==> src/rtl/ospi_flash_ctrl_pkg.sv <==
// Shared definitions for the OSPI flash command sequencer: opcode values,
// controller state encoding and a small opcode helper.
package ospi_ctrl_pkg;

  // Request opcodes as carried on req_op
  localparam logic [1:0] OP_READ  = 2'd0;
  localparam logic [1:0] OP_WRITE = 2'd1;
  localparam logic [1:0] OP_ERASE = 2'd2;
  localparam logic [1:0] OP_RSVD  = 2'd3;

  // Sequencer states
  typedef enum logic [2:0] {
    ST_IDLE  = 3'd0,
    ST_SETUP = 3'd1,
    ST_EXEC  = 3'd2,
    ST_WAIT  = 3'd3,
    ST_RESP  = 3'd4,
    ST_HOLD  = 3'd5
  } state_e;

  // Only the reserved opcode is rejected; everything else touches the flash
  function automatic logic isLegalOp(input logic [1:0] op);
    return (op != OP_RSVD);
  endfunction

endpackage

==> src/rtl/ospi_flash_ctrl_if.sv <==
// Bundle of the request, response and flash-port signals around the
// controller. The controller uses the slave view; the surrounding system
// (requesters plus flash model) uses the master view.
interface ospi_flash_ctrl_if #(
  parameter int ADDR_W = 8,
  parameter int DATA_W = 8,
  parameter int LEN_W  = 4
);

  // Two requesters, packed side by side (requester i in slice i)
  logic [1:0]          req_valid;
  logic [1:0]          req_ready;
  logic [3:0]          req_op;
  logic [2*ADDR_W-1:0] req_addr;
  logic [2*LEN_W-1:0]  req_len;
  logic [2*DATA_W-1:0] req_wdata;

  // Shared response channel, tagged with the owning requester
  logic                rsp_valid;
  logic                rsp_ready;
  logic                rsp_id;
  logic [DATA_W-1:0]   rsp_data;
  logic                rsp_last;
  logic                rsp_err;

  // Parallel access port of the flash
  logic                flash_cs_n;
  logic                flash_we;
  logic                flash_re;
  logic                flash_ee;
  logic [ADDR_W-1:0]   flash_addr;
  logic [DATA_W-1:0]   flash_wdata;
  logic [DATA_W-1:0]   flash_rdata;

  logic                busy;

  modport slave (
    input  req_valid, req_op, req_addr, req_len, req_wdata,
    input  rsp_ready, flash_rdata,
    output req_ready,
    output rsp_valid, rsp_id, rsp_data, rsp_last, rsp_err,
    output flash_cs_n, flash_we, flash_re, flash_ee, flash_addr, flash_wdata,
    output busy
  );

  modport master (
    output req_valid, req_op, req_addr, req_len, req_wdata,
    output rsp_ready, flash_rdata,
    input  req_ready,
    input  rsp_valid, rsp_id, rsp_data, rsp_last, rsp_err,
    input  flash_cs_n, flash_we, flash_re, flash_ee, flash_addr, flash_wdata,
    input  busy
  );

endinterface

==> src/rtl/ospi_flash_ctrl_rr_arb.sv <==
// Two-way round-robin arbiter. When both requesters are valid the one that
// was not granted last wins; the last-grant register starts at 1 so that
// requester 0 wins the very first contest after reset.
module ospi_rr_arb (
  input  logic       clk,
  input  logic       reset,
  input  logic [1:0] i_valid,
  input  logic       i_accept,
  output logic [1:0] o_grant,
  output logic       o_lastGrant
);

  logic r_lastGrant;

  assign o_lastGrant = r_lastGrant;

  // Pick one valid requester, alternating on contention
  always_comb begin
    o_grant = 2'b00;
    case (i_valid)
      2'b01:   o_grant = 2'b01;
      2'b10:   o_grant = 2'b10;
      2'b11:   o_grant = r_lastGrant ? 2'b01 : 2'b10;
      default: o_grant = 2'b00;
    endcase
  end

  // Remember who won the most recent accepted handshake
  always_ff @(posedge clk) begin
    if (reset) begin
      r_lastGrant <= 1'b1;
    end else if (i_accept) begin
      r_lastGrant <= o_grant[1];
    end
  end

endmodule

==> src/rtl/ospi_flash_ctrl.sv <==
// Command sequencer in front of the OSPI flash parallel port. Accepts byte
// read / write / erase requests from two requesters, serialises them onto
// the flash with chip select and one-cycle enable pulses, and returns
// tagged responses on a shared channel. Everything except req_ready is
// registered.
module ospi_flash_ctrl
  import ospi_ctrl_pkg::*;
#(
  parameter int ADDR_W  = 8,
  parameter int DATA_W  = 8,
  parameter int LEN_W   = 4,
  parameter int CS_HOLD = 1
) (
  input logic              clk,
  input logic              reset,
  ospi_flash_ctrl_if.slave bus
);

  localparam int                HOLD_W    = (CS_HOLD > 1) ? $clog2(CS_HOLD) : 1;
  localparam logic [HOLD_W-1:0] HOLD_INIT = HOLD_W'(CS_HOLD - 1);
  localparam logic [ADDR_W-1:0] ADDR_ONE  = ADDR_W'(1);
  localparam logic [LEN_W-1:0]  LEN_ONE   = LEN_W'(1);

  // Sequencer state and transaction context
  state_e              r_state;
  logic [1:0]          r_op;
  logic [ADDR_W-1:0]   r_addr;
  logic [LEN_W-1:0]    r_cnt;
  logic [HOLD_W-1:0]   r_hold;

  // Registered outputs
  logic                r_rspValid;
  logic                r_rspId;
  logic [DATA_W-1:0]   r_rspData;
  logic                r_rspLast;
  logic                r_rspErr;
  logic                r_csN;
  logic                r_we;
  logic                r_re;
  logic                r_ee;
  logic [ADDR_W-1:0]   r_flashAddr;
  logic [DATA_W-1:0]   r_flashWdata;
  logic                r_busy;

  // Arbitration and selected-request fields
  logic [1:0]          w_grant;
  logic                w_lastGrant;
  logic                w_gid;
  logic                w_accept;
  logic [1:0]          w_reqOp;
  logic [ADDR_W-1:0]   w_reqAddr;
  logic [LEN_W-1:0]    w_reqLen;
  logic [DATA_W-1:0]   w_reqWdata;

  ospi_rr_arb u_arb (
    .clk         (clk),
    .reset       (reset),
    .i_valid     (bus.req_valid),
    .i_accept    (w_accept),
    .o_grant     (w_grant),
    .o_lastGrant (w_lastGrant)
  );

  // Requests are only offered a ready while idle and out of reset
  assign bus.req_ready = (r_state == ST_IDLE && !reset) ? w_grant : 2'b00;
  assign w_accept      = |bus.req_ready;

  // Winner index: on contention the requester not granted last, else the lone valid one
  assign w_gid      = (&bus.req_valid) ? ~w_lastGrant : bus.req_valid[1];
  assign w_reqOp    = w_gid ? bus.req_op[3:2] : bus.req_op[1:0];
  assign w_reqAddr  = w_gid ? bus.req_addr[2*ADDR_W-1:ADDR_W] : bus.req_addr[ADDR_W-1:0];
  assign w_reqLen   = w_gid ? bus.req_len[2*LEN_W-1:LEN_W]    : bus.req_len[LEN_W-1:0];
  assign w_reqWdata = w_gid ? bus.req_wdata[2*DATA_W-1:DATA_W] : bus.req_wdata[DATA_W-1:0];

  assign bus.rsp_valid   = r_rspValid;
  assign bus.rsp_id      = r_rspId;
  assign bus.rsp_data    = r_rspData;
  assign bus.rsp_last    = r_rspLast;
  assign bus.rsp_err     = r_rspErr;
  assign bus.flash_cs_n  = r_csN;
  assign bus.flash_we    = r_we;
  assign bus.flash_re    = r_re;
  assign bus.flash_ee    = r_ee;
  assign bus.flash_addr  = r_flashAddr;
  assign bus.flash_wdata = r_flashWdata;
  assign bus.busy        = r_busy;

  // Sequencer FSM: each branch sets the outputs that the next state shows
  always_ff @(posedge clk) begin
    if (reset) begin
      r_state      <= ST_IDLE;
      r_op         <= OP_READ;
      r_addr       <= '0;
      r_cnt        <= '0;
      r_hold       <= '0;
      r_rspValid   <= 1'b0;
      r_rspId      <= 1'b0;
      r_rspData    <= '0;
      r_rspLast    <= 1'b0;
      r_rspErr     <= 1'b0;
      r_csN        <= 1'b1;
      r_we         <= 1'b0;
      r_re         <= 1'b0;
      r_ee         <= 1'b0;
      r_flashAddr  <= '0;
      r_flashWdata <= '0;
      r_busy       <= 1'b0;
    end else begin
      case (r_state)
        ST_IDLE: begin
          if (w_accept) begin
            r_op         <= w_reqOp;
            r_addr       <= w_reqAddr;
            // Writes are always a single byte; the length field is ignored
            r_cnt        <= (w_reqOp == OP_WRITE) ? '0 : w_reqLen;
            r_flashWdata <= w_reqWdata;
            r_rspId      <= w_gid;
            r_busy       <= 1'b1;
            if (isLegalOp(w_reqOp)) begin
              r_state <= ST_SETUP;
              r_csN   <= 1'b0;
            end else begin
              // Reserved opcode: answer with an error without touching the flash
              r_state    <= ST_RESP;
              r_rspValid <= 1'b1;
              r_rspErr   <= 1'b1;
              r_rspLast  <= 1'b1;
              r_rspData  <= '0;
            end
          end
        end

        ST_SETUP: begin
          r_state     <= ST_EXEC;
          r_flashAddr <= r_addr;
          r_we        <= (r_op == OP_WRITE);
          r_re        <= (r_op == OP_READ);
          r_ee        <= (r_op == OP_ERASE);
        end

        ST_EXEC: begin
          case (r_op)
            OP_WRITE: begin
              r_we       <= 1'b0;
              r_state    <= ST_RESP;
              r_rspValid <= 1'b1;
              r_rspLast  <= 1'b1;
              r_rspData  <= '0;
            end
            OP_READ: begin
              r_re    <= 1'b0;
              r_state <= ST_WAIT;
            end
            OP_ERASE: begin
              if (r_cnt == '0) begin
                r_ee       <= 1'b0;
                r_state    <= ST_RESP;
                r_rspValid <= 1'b1;
                r_rspLast  <= 1'b1;
                r_rspData  <= '0;
              end else begin
                // Keep the erase enable up and walk the address, wrapping at the top
                r_cnt       <= r_cnt - LEN_ONE;
                r_addr      <= r_addr + ADDR_ONE;
                r_flashAddr <= r_addr + ADDR_ONE;
              end
            end
            default: begin
              // Unreachable: reserved opcodes never leave IDLE towards the flash
              r_we    <= 1'b0;
              r_re    <= 1'b0;
              r_ee    <= 1'b0;
              r_csN   <= 1'b1;
              r_state <= ST_HOLD;
              r_hold  <= HOLD_INIT;
            end
          endcase
        end

        ST_WAIT: begin
          // Flash read data is valid one cycle after the read enable
          r_rspData  <= bus.flash_rdata;
          r_rspValid <= 1'b1;
          r_rspLast  <= (r_cnt == '0);
          r_state    <= ST_RESP;
        end

        ST_RESP: begin
          if (bus.rsp_ready) begin
            r_rspValid <= 1'b0;
            r_rspLast  <= 1'b0;
            r_rspErr   <= 1'b0;
            r_rspData  <= '0;
            if (r_op == OP_READ && r_cnt != '0) begin
              // Next byte of the read burst
              r_cnt       <= r_cnt - LEN_ONE;
              r_addr      <= r_addr + ADDR_ONE;
              r_flashAddr <= r_addr + ADDR_ONE;
              r_re        <= 1'b1;
              r_state     <= ST_EXEC;
            end else if (!isLegalOp(r_op)) begin
              r_state <= ST_IDLE;
              r_busy  <= 1'b0;
            end else begin
              r_state <= ST_HOLD;
              r_csN   <= 1'b1;
              r_hold  <= HOLD_INIT;
            end
          end
        end

        ST_HOLD: begin
          if (r_hold == '0) begin
            r_state <= ST_IDLE;
            r_busy  <= 1'b0;
          end else begin
            r_hold <= r_hold - 1'b1;
          end
        end

        default: begin
          r_state <= ST_IDLE;
          r_busy  <= 1'b0;
          r_csN   <= 1'b1;
        end
      endcase
    end
  end

endmodule

==> src/flat_wrapper.sv <==
// flat-port wrapper written by rule: the top's interface ports become plain ports
module ospi_flash_ctrl_flat import ospi_ctrl_pkg::*;
#(
  parameter int ADDR_W  = 8,
  parameter int DATA_W  = 8,
  parameter int LEN_W   = 4,
  parameter int CS_HOLD = 1
)
  (clk, reset, bus_req_valid, bus_req_op, bus_req_addr, bus_req_len, bus_req_wdata, bus_rsp_ready, bus_flash_rdata, bus_req_ready, bus_rsp_valid, bus_rsp_id, bus_rsp_data, bus_rsp_last, bus_rsp_err, bus_flash_cs_n, bus_flash_we, bus_flash_re, bus_flash_ee, bus_flash_addr, bus_flash_wdata, bus_busy);
  ospi_flash_ctrl_if #(.ADDR_W(ADDR_W), .DATA_W(DATA_W), .LEN_W(LEN_W)) bus_i ();
  input logic clk;
  input logic reset;
  input wire logic [$bits(bus_i.req_valid)-1:0] bus_req_valid;
  input wire logic [$bits(bus_i.req_op)-1:0] bus_req_op;
  input wire logic [$bits(bus_i.req_addr)-1:0] bus_req_addr;
  input wire logic [$bits(bus_i.req_len)-1:0] bus_req_len;
  input wire logic [$bits(bus_i.req_wdata)-1:0] bus_req_wdata;
  input wire logic [$bits(bus_i.rsp_ready)-1:0] bus_rsp_ready;
  input wire logic [$bits(bus_i.flash_rdata)-1:0] bus_flash_rdata;
  output wire logic [$bits(bus_i.req_ready)-1:0] bus_req_ready;
  output wire logic [$bits(bus_i.rsp_valid)-1:0] bus_rsp_valid;
  output wire logic [$bits(bus_i.rsp_id)-1:0] bus_rsp_id;
  output wire logic [$bits(bus_i.rsp_data)-1:0] bus_rsp_data;
  output wire logic [$bits(bus_i.rsp_last)-1:0] bus_rsp_last;
  output wire logic [$bits(bus_i.rsp_err)-1:0] bus_rsp_err;
  output wire logic [$bits(bus_i.flash_cs_n)-1:0] bus_flash_cs_n;
  output wire logic [$bits(bus_i.flash_we)-1:0] bus_flash_we;
  output wire logic [$bits(bus_i.flash_re)-1:0] bus_flash_re;
  output wire logic [$bits(bus_i.flash_ee)-1:0] bus_flash_ee;
  output wire logic [$bits(bus_i.flash_addr)-1:0] bus_flash_addr;
  output wire logic [$bits(bus_i.flash_wdata)-1:0] bus_flash_wdata;
  output wire logic [$bits(bus_i.busy)-1:0] bus_busy;
  assign bus_i.req_valid = bus_req_valid;
  assign bus_i.req_op = bus_req_op;
  assign bus_i.req_addr = bus_req_addr;
  assign bus_i.req_len = bus_req_len;
  assign bus_i.req_wdata = bus_req_wdata;
  assign bus_i.rsp_ready = bus_rsp_ready;
  assign bus_i.flash_rdata = bus_flash_rdata;
  assign bus_req_ready = bus_i.req_ready;
  assign bus_rsp_valid = bus_i.rsp_valid;
  assign bus_rsp_id = bus_i.rsp_id;
  assign bus_rsp_data = bus_i.rsp_data;
  assign bus_rsp_last = bus_i.rsp_last;
  assign bus_rsp_err = bus_i.rsp_err;
  assign bus_flash_cs_n = bus_i.flash_cs_n;
  assign bus_flash_we = bus_i.flash_we;
  assign bus_flash_re = bus_i.flash_re;
  assign bus_flash_ee = bus_i.flash_ee;
  assign bus_flash_addr = bus_i.flash_addr;
  assign bus_flash_wdata = bus_i.flash_wdata;
  assign bus_busy = bus_i.busy;
  ospi_flash_ctrl #(.ADDR_W(ADDR_W), .DATA_W(DATA_W), .LEN_W(LEN_W), .CS_HOLD(CS_HOLD)) u_core (.clk(clk), .reset(reset), .bus(bus_i));
endmodule
==> config.mk <==
export PLATFORM = sky130hd
export DESIGN_NAME = ospi_flash_ctrl_flat
export DESIGN_NICKNAME = d
export VERILOG_FILES = /design/src/rtl/ospi_flash_ctrl_pkg.sv /design/src/rtl/ospi_flash_ctrl_if.sv /design/src/rtl/ospi_flash_ctrl_rr_arb.sv /design/src/rtl/ospi_flash_ctrl.sv /design/src/flat_wrapper.sv
export SDC_FILE = /design/constraint.sdc
export NUM_CORES = 1
export LEC_CHECK = 0
export CELL_PAD_IN_SITES_DETAIL_PLACEMENT = 0
export CELL_PAD_IN_SITES_GLOBAL_PLACEMENT = 1
export CORE_MARGIN = 2
export CORE_UTILIZATION = 37
export CTS_CLUSTER_SIZE = 14
export DETAILED_ROUTE_END_ITERATION = 8
export PLACE_DENSITY_LB_ADDON = 0.1
export SYNTH_ARGS = -nofsm -noshare
export SYNTH_HDL_FRONTEND = slang
export SYNTH_HIERARCHICAL = 1
export SYNTH_SLANG_ARGS = --single-unit
==> constraint.sdc <==
create_clock -name clk -period 3.1 [get_ports clk]
set_clock_uncertainty 0.15 [all_clocks]
set_input_delay 0.465 -clock clk [delete_from_list [all_inputs] [get_ports clk]]
set_output_delay 0.465 -clock clk [all_outputs]
set_load 0.02 [all_outputs]
==> reports/results.ini <==
[route]
ant_nets = 0
vias = 2921
routed_wl_um = 7740
drt_iter0_drc = 122
routed_via_density = 5.35
routedWlPerCell_um = 14.2
first_pass_iters = 4
route.detailed.drc = 0

[cts]
cts_buffers = 5
clk_pin_slew_ns = 0.09
clk_latency_ns = 0.30
clock_path_buffers = 2
ctsResizeCount = 0
cts_tree = built
ctsHoldBuffers = 0
numClockSinks = 51
cts_setup_buffers = 0
cts_max_level = 2
cts_root_buffer = clkbuf_8

[die]
die_area_mm2 = 0.00871
ios = 92
rows = 32
fp.dieW_um = 93.3
die_y_um = 93.3
start_util_pct = 38.2
core_mm2 = 0.00773

[setup_path]
crit_path_end_kind = primary output
cp_common_cell = clkdlybuf4s50_1
crit_type = input port to primary output
cp-start-kind = input port
crit_chain = clkdlybuf4s50_1 > a21boi_0 > and3_1 > clkdlybuf4s50_1
cp_data_arrival_time_ns = 2.12
cp_slowest_stage_delay_ns = 0.60
cp_max_fo = 3
worstPathRequired_ns = 2.48
crit_slowest_cell = clkdlybuf4s50_1

[sta]
maxSlewViolCount = 0
rsz0062_at_grt = false
relSlewSlack_pct = 55.2
period_share_pct = 88.3
tns_ns = 0
hold_violations = 0
setup_viol = 0
finalCriticalPeriod_ns = 2.74
fmax_mhz = 365
worst_pin_slew_ns = 0.672

[power]
peakVddDrop_v = 0.000233
power_leakage_nw = 1.46
power_density_mw_per_mm2 = 555

[grt]
grt_use_total_pct = 18.2
grt_start_max_net_pins = 31
grt_pass1_wl_um = 13000
grt_pass1_vias = 2769
grt_overflow_total = 0
antenna_found_initial = 0

[yosys]
synth.avg_cell_area_um2 = 8.29
synth.top_cell.area_share_pct = 34.6
synthArstFlopShare_pct = 0
synth_top_cell_by_area = dfxtp_1
seq_area_frac_synth_pct = 34.6
syn-instance-count = 356
synth_area_mm2 = 0.00295
synthesis.nets = 419
synth_ff_type = dfxtp_1
synth-edff-count = 0
synth.distinct_cells = 63
synth.area.top_cells = dfxtp_1, mux2i_1, nor2_1
synth-warning-count = 6
ys_ff_latch = 51

[place]
place_congestion = 0.794
port_buffers = 91
place_area_mm2 = 0.00396
detailed_place_hpwl_um = 5760

[job]
maxCapViolCount = 0

[cells_and_area]
final_area_mm2 = 0.00405
n_antenna_cell = 0
drive_gt1_share_pct = 8.33
area_growth_pct = 37.3
fin_util_pct = 52.4
seq_area_mm2 = 0.00102
finalNetCount = 506
fillerInstances = 743
multi_input_area_mm2 = 0.00177

[outcome]
status = finished clean

[min_path]
hp-class = flop to flop

-- where the power goes --
group	switching [mW]	leakage (nW)	total (mW)	internal (mW)
logic	0.566	0.993	1.02	0.450
registers	0.0858	0.417	0.846	0.760
clock network	0.228	0.0483	0.388	0.160
-- per-layer routing --
metal	track usage, %	wire (um)	share of wire (%)	up-vias
met5	0	0	0	-
met2	28.5	3510	45	91
met1	24.5	3510	45	1357
met4	3.31	34	0.44	0
li1	-	-	-	1471
met3	6.45	679	8.8	2
-- flip-flops by register name, indices dropped and copies added, names as in the netlist --
name                      flops
u_core/r_cnt                  4
u_core/bus.rsp_id             1
u_core/bus.flash_addr         8
u_core/bus.rsp_err            1
u_core/bus.rsp_last           1
u_core/r_op                   2
u_core/bus.rsp_data           8
u_core/bus.rsp_valid          1
u_core/r_addr                 8
u_core/bus.flash_wdata        8
u_core/r_state                3
u_core/u_arb/o_lastGrant      1
u_core/bus.flash_we           1
u_core/bus.busy               1
u_core/bus.flash_ee           1
u_core/bus.flash_re           1
u_core/bus.flash_cs_n         1
-- cells in the final DEF (no fill, tap or decap), drive strengths merged, types with 13 or more instances in the layout --
| cell type | synthesis | final |
|---|---|---|
| nand3 | 16 | 16 |
| buf | 17 | 14 |
| inv | 12 | 13 |
| clkdlybuf4s50 | 0 | 90 |
| nor2 | 44 | 44 |
| mux2i | 19 | 19 |
| a21oi | 25 | 25 |
| o21ai | 21 | 21 |
| nand2 | 27 | 27 |
| a211oi | 21 | 21 |
| dfxtp | 51 | 51 |
-- worst paths after layout --
path                    startpoint               end  slack [ns]  cells after the start
setup / recovery  bus_req_valid[0]  bus_req_ready[0]        0.36                      4
hold reg to reg    u_core/r_cnt[1]   u_core/r_cnt[1]        0.33                      2
setup reg to reg   u_core/r_cnt[0]  u_core/r_addr[5]        0.57                      7
hold / removal     u_core/r_cnt[1]   u_core/r_cnt[1]        0.33                      2
-- cells by family (layout without fill, tap and decap cells) --
family / after synthesis / in the layout / synth area share, %
flip-flops: 51 / 51 / 34.6
AO/OA/AOI/OAI: 114 / 114 / 27.3
XOR/XNOR: 7 / 7 / 2.33
adder cells (fa/ha/maj): 6 / 6 / 2.54
multiplexers: 19 / 19 / 6.44
buffers and inverters: 36 / 124 / 5.93
AND/OR/NAND/NOR: 123 / 123 / 20.9
-- synthesized netlist by cell type (all sizes together), types with 2 or more instances --
| cell | count |
|---|---|
| a22oi | 2 |
| nor4 | 4 |
| o21bai | 2 |
| a221oi | 2 |
| and3 | 3 |
| o31ai | 2 |
| ha | 6 |
| nor2 | 44 |
| nand4 | 3 |
| a22o | 8 |
| inv | 12 |
| mux2i | 19 |
| xnor2 | 6 |
| dfxtp | 51 |
| nor3b | 3 |
| o21ai | 21 |
| nor3 | 6 |
| clkbuf | 7 |
| buf | 17 |
| or3b | 2 |
| nand2b | 5 |
| a21boi | 5 |
| and2 | 3 |
| o211ai | 4 |
| a211oi | 21 |
| or2 | 2 |
| a31oi | 6 |
| o311ai | 2 |
| a21oi | 25 |
| nand3 | 16 |
| o21a | 2 |
| nand2 | 27 |
-- worst max-delay path: cells and delay by family --
kind,cells,cell delay [ns]
and+or+nand+nor,1,0.22
AOI/OAI and AO/OA,1,0.30
buffers and inverters,2,1.14
-- through the flow --
step	hold WS [ns]	std cells	setup WS (ns)	power, mW
5_1_grt	0.352	546	0.272	2.41
2_1_floorplan	0.291	356	0.988	1.53
6_report	0.326	546	0.363	2.25
3_5_place_dp	0.314	538	0.286	1.88
3_3_place_gp	0.309	538	0.341	1.87
4_1_cts	0.330	546	0.363	2.27
-- area by class of cell --
| type | count | share of cell area (%) |
|---|---|---|
| multi-input cells | 269 | 43.6 |
| clock inverters | 3 | 0.463 |
| repair buffers | 104 | 24.8 |
| inverters | 12 | 1.11 |
| clock buffers | 5 | 1.70 |
| well taps | 102 | 3.15 |
| flip-flops and latches | 51 | 25.2 |
(Power assumes the default switching activity.)
